--- src/rtl/sigmoid_backward_q15.sv ---
// Gradient pass of the Q1.15 piecewise-linear sigmoid: dx = g * 0.5 inside (-0.5, +0.5), 0 outside.
// Two-stage valid/ready pipeline with per-tile saturation counting and framing checks.
module sigmoid_backward_q15 #(
  parameter int FRAME_LEN  = 9,
  parameter int GRAD_SHIFT = 1,
  localparam int SAT_W     = $clog2(FRAME_LEN + 1)
) (
  input  logic             clk,
  input  logic             rst,
  input  logic             in_valid,
  output logic             in_ready,
  input  logic [15:0]      in_x,
  input  logic [15:0]      in_g,
  input  logic             in_last,
  output logic             out_valid,
  input  logic             out_ready,
  output logic [15:0]      out_dx,
  output logic             out_last,
  output logic [SAT_W-1:0] out_sat,
  output logic             err_frame
);

  localparam int DATA_W = 16;
  localparam int IDX_W  = $clog2(FRAME_LEN + 1);
  localparam logic [IDX_W-1:0]         IDX_LAST = IDX_W'(FRAME_LEN - 1);
  localparam logic signed [DATA_W-1:0] LIN_LO   = 16'shC000;
  localparam logic signed [DATA_W-1:0] LIN_HI   = 16'sh4000;

  function automatic logic in_linear(input logic signed [DATA_W-1:0] x);
    return (x > LIN_LO) && (x < LIN_HI);
  endfunction

  // Arithmetic shift floors toward -inf; |g/2| always fits, so no saturation stage is needed.
  function automatic logic signed [DATA_W-1:0] scale_grad(input logic signed [DATA_W-1:0] g);
    return g >>> GRAD_SHIFT;
  endfunction

  logic                     adv;
  logic                     take;
  logic                     x_sat;
  logic                     tile_end;
  logic                     close_tile;
  logic [SAT_W-1:0]         tile_total;

  logic [IDX_W-1:0]         idx_q, idx_d;
  logic [SAT_W-1:0]         sat_cnt_q, sat_cnt_d;
  logic                     err_q, err_d;

  logic                     vld_p1_q, vld_p1_d;
  logic signed [DATA_W-1:0] dx_p1_q, dx_p1_d;
  logic                     last_p1_q, last_p1_d;
  logic [SAT_W-1:0]         sat_p1_q, sat_p1_d;

  logic                     vld_p2_q, vld_p2_d;
  logic signed [DATA_W-1:0] dx_p2_q, dx_p2_d;
  logic                     last_p2_q, last_p2_d;
  logic [SAT_W-1:0]         sat_p2_q, sat_p2_d;

  always_comb begin
    idx_d     = idx_q;
    sat_cnt_d = sat_cnt_q;
    err_d     = err_q;
    vld_p1_d  = vld_p1_q;
    dx_p1_d   = dx_p1_q;
    last_p1_d = last_p1_q;
    sat_p1_d  = sat_p1_q;
    vld_p2_d  = vld_p2_q;
    dx_p2_d   = dx_p2_q;
    last_p2_d = last_p2_q;
    sat_p2_d  = sat_p2_q;

    adv        = !vld_p2_q || out_ready;
    take       = in_valid && adv;
    x_sat      = !in_linear(in_x);
    tile_end   = (idx_q == IDX_LAST);
    // The producer's in_last closes a tile early; the internal count closes it on time.
    close_tile = tile_end || in_last;
    tile_total = sat_cnt_q + {{(SAT_W-1){1'b0}}, x_sat};

    if (adv) begin
      // S1 -> S2 (output register); dx keeps its last valid value across bubbles
      vld_p2_d  = vld_p1_q;
      last_p2_d = last_p1_q;
      sat_p2_d  = sat_p1_q;
      if (vld_p1_q) begin
        dx_p2_d = dx_p1_q;
      end

      // input -> S1
      vld_p1_d = take;
      if (take) begin
        dx_p1_d   = x_sat ? '0 : scale_grad(in_g);
        last_p1_d = close_tile;
        sat_p1_d  = close_tile ? tile_total : '0;
      end else begin
        last_p1_d = 1'b0;
        sat_p1_d  = '0;
      end
    end

    if (take) begin
      idx_d     = close_tile ? '0 : idx_q + 1'b1;
      sat_cnt_d = close_tile ? '0 : tile_total;
      if (in_last != tile_end) begin
        err_d = 1'b1;
      end
    end
  end

  always_ff @(posedge clk) begin
    dx_p1_q <= dx_p1_d;
    if (rst) begin
      idx_q     <= '0;
      sat_cnt_q <= '0;
      err_q     <= 1'b0;
      vld_p1_q  <= 1'b0;
      last_p1_q <= 1'b0;
      sat_p1_q  <= '0;
      vld_p2_q  <= 1'b0;
      dx_p2_q   <= '0;
      last_p2_q <= 1'b0;
      sat_p2_q  <= '0;
    end else begin
      idx_q     <= idx_d;
      sat_cnt_q <= sat_cnt_d;
      err_q     <= err_d;
      vld_p1_q  <= vld_p1_d;
      last_p1_q <= last_p1_d;
      sat_p1_q  <= sat_p1_d;
      vld_p2_q  <= vld_p2_d;
      dx_p2_q   <= dx_p2_d;
      last_p2_q <= last_p2_d;
      sat_p2_q  <= sat_p2_d;
    end
  end

  assign in_ready  = adv;
  assign out_valid = vld_p2_q;
  assign out_dx    = dx_p2_q;
  assign out_last  = last_p2_q;
  assign out_sat   = sat_p2_q;
  assign err_frame = err_q;

endmodule

--- config.mk ---
export PLATFORM = sky130hd
export DESIGN_NAME = sigmoid_backward_q15
export DESIGN_NICKNAME = d
export VERILOG_FILES = /design/src/rtl/sigmoid_backward_q15.sv
export SDC_FILE = /design/constraint.sdc
export NUM_CORES = 1
export LEC_CHECK = 0
export CAP_MARGIN = 20
export CELL_PAD_IN_SITES_DETAIL_PLACEMENT = 0
export CELL_PAD_IN_SITES_GLOBAL_PLACEMENT = 2
export CORE_ASPECT_RATIO = 0.8
export CORE_MARGIN = 1
export CORE_UTILIZATION = 28
export CTS_CLUSTER_SIZE = 40
export DETAILED_ROUTE_END_ITERATION = 8
export GPL_TIMING_DRIVEN = 0
export PLACE_DENSITY = 0.87
export SKIP_CTS_REPAIR_TIMING = 1
export SLEW_MARGIN = 20
export SYNTH_ARGS = -nofsm -noshare
export SYNTH_HDL_FRONTEND = slang
export SYNTH_SLANG_ARGS = --single-unit
--- constraint.sdc ---
create_clock -name clk -period 2.1 [get_ports clk]
set_clock_uncertainty 0.2 [all_clocks]
set_input_delay 0.21 -clock clk [delete_from_list [all_inputs] [get_ports clk]]
set_output_delay 0.21 -clock clk [all_outputs]
set_load 0.05 [all_outputs]
# Word level (Yosys, flattened, before mapping)

Index checks and enable logic that the tools add are counted.
Widths: inputs -> output; s select.

Bits in registers: 51
Bits in latches: 0
Bits in writable memories: 0
Memory bits (read-only): 0
Input port bits: 37
Output and inout bits: 24
Logic and storage cells: 31
Memories: 0

Add/sub/neg operators: 2
Multiply operators: 0
Div/mod/pow operators: 0
$lt $le $gt $ge: 2
Eq/ne operators: 2
Shifts and indexed selects: 0
Mux-type cells: 5
Bitwise operators: 0
Reduce and logical (&&, ||, !) cells: 9

Operator list:

| operator             | count |
|---|---|
| $gt 16x15->1 const B | 1 |
| $lt 16x16->1 const B | 1 |
| $mux 4               | 4 |
| $reduce_and 2->1     | 3 |
| $add 4x1->4          | 1 |
| $add 4x1->4 const B  | 1 |
| $eq 4x4->1 const B   | 1 |
| $logic_and 1x1->1    | 2 |
| $logic_not 1->1      | 2 |
| $logic_or 1x1->1     | 2 |
| $mux 1               | 1 |
| $ne 1x1->1           | 1 |

# Depth between registers and ports, before layout

Gate-level depths: netlist (run 1).

Depth in word-level cells: 6
Gate-level depth with buffers: 9
Mapped depth without buffers: 8

# Worst setup path after synthesis (run 1)

No wires, ideal clock.

Kind: input to register
Start point: input port in_x[12]
End point: register sat_p1_q[2]
Library setup time: 0.070 ns
Arrival: 1.721 ns
Data required time: 1.830 ns
Path slack: 0.109 ns
Cell stages on the path: 9
Path buffers: 1
Cells stage by stage: and4bb_2 a41oi_2 clkbuf_1 inv_1 ha_1 ha_1 xor2_1 nand3_1 a21oi_1

Word-level cells in the longest chain between the ends: 6
Elaborated cells on any way between the ends: 7

RTL lines:

| item                                                | RTL line | source |
|---|---|---|
| from (decl)                                         | 12       | `input logic [15:0] in_x,` |
| $gt 16x15->1 / $lt 16x16->1 (equally long branches) | 30       | `return (x > LIN_LO) && (x < LIN_HI);` |
| $logic_and 1x1->1 (*)                               | 30       |  |
| $logic_not 1->1 (*)                                 | 74       | `x_sat = !in_linear(in_x);` |
| $add 4x1->4 (*)                                     | 78       | `tile_total = sat_cnt_q + {{(SAT_W-1){1'b0}}, x_sat};` |
| $mux 4 (*)                                          | 94       | `sat_p1_d = close_tile ? tile_total : '0;` |
| $mux 4 (*)                                          | 91       | `if (take) begin` |
| to (signal assigned)                                | 129      | `sat_p1_q <= sat_p1_d;` |
| to (decl)                                           | 52       | `logic [SAT_W-1:0] sat_p1_q, sat_p1_d;` |

Mark *: on every way between the ends. The rest lies on a longest branch, timed or not.
A chain may end at the register's enable or synchronous reset.

# Final worst setup path (run 1)

Start point: input port in_x[7]
End point: register sat_p1_q[3]

Same word-level chain as after synthesis.

==> flow_summary.toml, run 1 <==
[min_path]
holdPathEnd = "out_sat[1]"
worstHoldPathCells = 2
hold_start = "rst"
hp-class = "input port to flip-flop"

[yosys]
synthTopCellsByCount = "36 x dfxtp_1, 32 x a21oi_1, 24 x nand3_1, 20 x o21ai_0, 19 x nand2_1"
ys.flop_type = "dfxtp_1"
synth_top_area_share_pct = 34.27
syn_area_per_cell_um2 = 9.560
synth.distinct_cells = 29
yosys-top-cells-area = "dfxtp_1 34%, edfxtp_1 21%, a21oi_1 7.6%, nand3_1 5.7%, o21ai_0 4.8%"
synthesis.instances = 220
yosysMostFrequentCell = "dfxtp_1"
synth-seq-cells = 51
yosysSeqAreaShare_pct = 55.68
yosysTopAreaCell = "dfxtp_1"
synth_fp_nets = 262
syn_area_mm2 = 0.002103
synth-edff-count = 15
yosysWarnings = 0
async_flop_share_pct = 0

[route]
detail_route.vias_per_cell = 4.741
drc = 0
totalWireLength_mm = 5.179
postRouteAntennaNets = 0
num_vias = 1792
drtIter0Drc = 96
drt_pass1_iterations = 4
wire_per_inst_um = 13.70

[global_route]
grt_pass1_vias = 1717
grt.overflow.total = 0
grt_first_pass_wirelength_mm = 8.211
grt_max_degree = 17
antenna_found_initial = 0
grt_usage_pct = 13.34

[place]
place_ws_ns = -0.7389
port_buffers = 58
dp.cells = 365
dp_hpwl_mm = 3.657
placed_area_mm2 = 0.002793
gp_congestion = 0.7436

[setup_path]
r2r-end = "idx_q[3]"
crit_required_ns = 2.11
worstPathArrival_ns = 2.06
path_max_fanout = 3
crit_path_end_kind = "flip-flop"
r2r_cells = 8
cp-start-kind = "input port"
critPathKind = "input port to flip-flop"
timing.rr.start = "idx_q[0]"
rrSetupSlack_ns = 0.08

[sta]
setup_violations = 0
hold_viol = 0
finalCritPeriodShare_pct = 97.35
layout_setup_ws_ns = 0.05557
period_minus_slack_ns = 2.044
max-slew-margin-rel_pct = 58.83
slew_violations = 0
worst_pin_slew_ns = 0.6168
timing.fmax_mhz = 489.1

[layout]
stdcell_area_mm2 = 0.003020
final_layout_size_suffix_gt1_share_pct = 11.34
layout.area.seq_mm2 = 0.001174
syn2layout_area_growth_pct = 43.61
multi_input_area_um2 = 887.1
insertedDiodeCount = 0
final_core_util_pct = 42.78
layoutNonFillerInstCount = 378
fillers = 694
final_nets = 332

[floorplan]
core.rowCount = 27
die_y_um = 79.52
io_pins = 61
core_mm2 = 0.007061
die_x_um = 98.90
die-area_mm2 = 0.007865
start_util_pct = 29.79

[power_and_ir_drop]
power_density_mw_per_mm2 = 690.4
ir_drop_v = 0.0003291
power.leakage_nw = 1.063

[clock_tree]
cts_tree = "built"
h-tree-depth = 2
cts_inserted_buffers = 5
clk_pin_slew_ns = 0.09
root_buffer = "clkbuf_8"
clockBufferDepth = 2
clock_latency_ns = 0.30
cts.sinks = 51

[outcome]
outcome = "complete, no violations"

[job]
drv_cap = 0
area by class of cell:
class,count,area share (%)
sequential,51,38.86
clock buffer,5,2.278
clock inverter,3,1.284
timing repair buffer,63,20.63
inverter,8,0.9942
buffer,17,2.983
multi-input combinational,144,29.37
tap,87,3.604
state kept, by name, summed over array words and instances, names as in the netlist:
signal / count
dx_p1_q: 15
out_dx: 15
idx_q: 4
out_sat: 4
sat_cnt_q: 4
sat_p1_q: 4
err_frame: 1
last_p1_q: 1
out_last: 1
out_valid: 1
vld_p1_q: 1
through the flow:
stage	setup TNS [ns]	hold slack, ns	total power, mW
after floorplan	0	0.1643	1.270
after global placement	-7.708	0.2411	1.407
after detailed placement	-8.131	0.2465	1.411
after CTS	-3.017	0.1378	2.074
after global routing	-0.1067	0.2122	2.165
final	0	0.1609	2.085
worst max path at each step:
| stage | from | endpoint | slack (ns) | cells past startpoint |
|---|---|---|---|---|
| after floorplan | in_x[12] | sat_p1_q[2] | 0.11 | 9 |
| after global placement | in_x[12] | sat_p1_q[2] | -0.70 | 10 |
| after detailed placement | in_x[14] | sat_p1_q[2] | -0.74 | 10 |
| after CTS | out_valid | in_ready | -0.51 | 5 |
| after global routing | in_x[7] | sat_p1_q[3] | -0.06 | 9 |
| final | in_x[7] | sat_p1_q[3] | 0.06 | 9 |
cells by family (layout without fill, tap and decap cells):
| logic type | after synthesis | in the layout | synth area share (%) |
|---|---|---|---|
| compound gates | 60 | 60 | 15.53 |
| xor+xnor | 2 | 2 | 0.8330 |
| fa+ha+maj | 5 | 5 | 2.974 |
| buf+inv | 25 | 96 | 4.938 |
| flops | 51 | 51 | 55.68 |
| simple gates | 77 | 77 | 20.05 |
power breakdown:
group          switching, mW  internal, mW
Sequential            0.0179          1.06
Combinational          0.184         0.149
Clock                  0.321         0.349
Total                  0.522          1.56
routing by layer:
metal / vias up / track usage [%] / share of wire (%)
met5: - / 0 / 0
met4: 0 / 3.134 / 0.70
met3: 2 / 3.415 / 4.8
met2: 45 / 21.68 / 47
met1: 827 / 17.78 / 47
li1: 918 / - / -
placed cells by master (no fill, tap or decap), types with 3 or more instances in the layout:
master,instances
buf_2,3
inv_1,6
clkbuf_8,5
dfxtp_1,34
ha_1,3
nor2b_1,4
nand2_1,19
edfxtp_1,15
clkbuf_1,8
a31oi_1,3
o31ai_1,3
clkdlybuf4s50_1,54
and2_1,15
buf_4,6
a21oi_1,32
o21ai_0,20
nand3_1,24
nand4_1,3
dlymetal6s2s_1,3
critical path: stages:
cell	delay [ns]
clkdlybuf4s50_1	0.41
nor4_2	0.32
a41oi_2	0.23
buf_6	0.18
inv_2	0.05
ha_4	0.14
and4b_1	0.22
a21oi_1	0.06
a221oi_2	0.23
(Power assumes the default switching activity.)
==> run 2: changes to the inputs <==
SKIP_CTS_REPAIR_TIMING = unset   (was 1)
==> flow_summary.toml, run 2 (synthesized netlist as in run 1, its figures left out) <==
[outcome]
outcome = "complete, no violations"

[power_and_ir_drop]
power.leakage_nw = 1.034
finalPower_mw = 2.080
power_density_mw_per_mm2 = 689.4
ir_drop_v = 0.0003251

[sta]
hold_viol = 0
period_minus_slack_ns = 2.015
setup_violations = 0
hold_ws_ns = 0.1600
fin_tns_setup_ns = 0
max-slew-margin-rel_pct = 58.89
finalCritPeriodShare_pct = 95.95
timing.fmax_mhz = 496.3
worst_pin_slew_ns = 0.6159
slew_violations = 0

[layout]
fillers = 690
final_layout_size_suffix_gt1_share_pct = 10.07
insertedDiodeCount = 0
final_nets = 329
syn2layout_area_growth_pct = 43.49
layout.area.seq_mm2 = 0.001174
multi_input_area_um2 = 915.9
final_cell_mix = "56 x clkdlybuf4s50_1, 34 x dfxtp_1, 32 x a21oi_1, 24 x nand3_1, 20 x o21ai_0"
final_common_cell = "clkdlybuf4s50_1"
stdcell_area_mm2 = 0.003018

[route]
postRouteAntennaNets = 0
met1_length_mm = 2.491
wl_met2_mm = 2.425
drtIter0Drc = 104
totalWireLength_mm = 5.192
drt_pass1_iterations = 4
num_vias = 1766
wire_per_inst_um = 13.85
dr.max_layer_used = "met4"
wl_met3_um = 239
detail_route.vias_per_cell = 4.709
drc = 0

[floorplan]
die-area_mm2 = 0.007865
start_util_pct = 29.79
core_mm2 = 0.007061
io_pins = 61
die_y_um = 79.52
core.rowCount = 27
die_x_um = 98.90

[job]
drv_cap = 0

[place]
gp_congestion = 0.7436
dp_hpwl_mm = 3.657
port_buffers = 58
placed_area_mm2 = 0.002793

[setup_path]
critPathKind = "flip-flop to flip-flop"
path_max_fanout = 9
worstPathArrival_ns = 2.05
crit_required_ns = 2.13
cp-start-kind = "flip-flop"
crit_path_end_kind = "flip-flop"

[clock_tree]
cts_inserted_buffers = 5
root_buffer = "clkbuf_8"
clockBufferDepth = 2
cts_tree = "built"
h-tree-depth = 2
holdBufCountCts = 0
clk_pin_slew_ns = 0.09
cts.sinks = 51
clock_latency_ns = 0.30

[global_route]
grt_pass1_vias = 1722
grt_usage_pct = 13.59
grt_max_degree = 17
grt.overflow.total = 0
antenna_found_initial = 0
grt_first_pass_wirelength_mm = 8.390

[min_path]
hp-class = "input port to flip-flop"
-- run 2: final timing paths --
path         startpoint          to  slack [ns]  cells after the start
max            idx_q[0]    idx_q[3]        0.08                      8
min                 rst  out_sat[1]        0.16                      2
max reg2reg    idx_q[0]    idx_q[3]        0.08                      8
min reg2reg  out_sat[0]  out_sat[0]        0.25                      2
-- run 2: what timing repair did --
item                                   4_1_cts  5_1_grt
endpoints found under the hold margin        0        0
pin swaps                                    3        6
setup buffers                                2        1
setup endpoints to repair                   10        6
gates resized for setup                     21        6
-- run 2: routing by layer --
layer | vias to the layer above | global-route usage, %
met5 | - | 0
met4 | 0 | 3.134
met3 | 2 | 3.415
met2 | 43 | 22.31
met1 | 808 | 17.98
li1 | 913 | -
-- run 2: worst max-delay path: stages (launching register included) --
cell      delay, ns
dfxtp_2        0.35
inv_1          0.06
ha_1           0.19
nand3b_1       0.08
ha_1           0.16
buf_6          0.13
and2_4         0.18
or4b_1         0.44
a31oi_1        0.16
-- run 2: where the power goes --
group	switching [mW]	internal (mW)	leakage (nW)	total [mW]
Sequential	0.0176	1.06	0.445	1.08
Clock	0.319	0.349	0.0556	0.668
Combinational	0.186	0.144	0.534	0.330
Total	0.523	1.56	1.03	2.08
-- run 2: final cells by class --
cell class	count	share of cell area [%]
Timing Repair Buffer	61	19.98
Clock inverter	3	1.285
Clock buffer	5	2.280
Inverter	8	0.9950
Tap cell	87	3.607
Multi-Input combinational cell	144	30.35
Sequential cell	51	38.89
Buffer	16	2.612
-- run 2: per-stage QoR --
stage / std cells / worst slack [ns] / utilization (%)
6_report: 375 / 0.08496 / 42.74
5_1_grt: 375 / -0.007628 / 42.74
4_1_cts: 375 / 0.01947 / 42.57
3_5_place_dp: 365 / -0.7389 / 39.55
3_3_place_gp: 365 / -0.6978 / 39.55
2_1_floorplan: 220 / 0.1089 / -
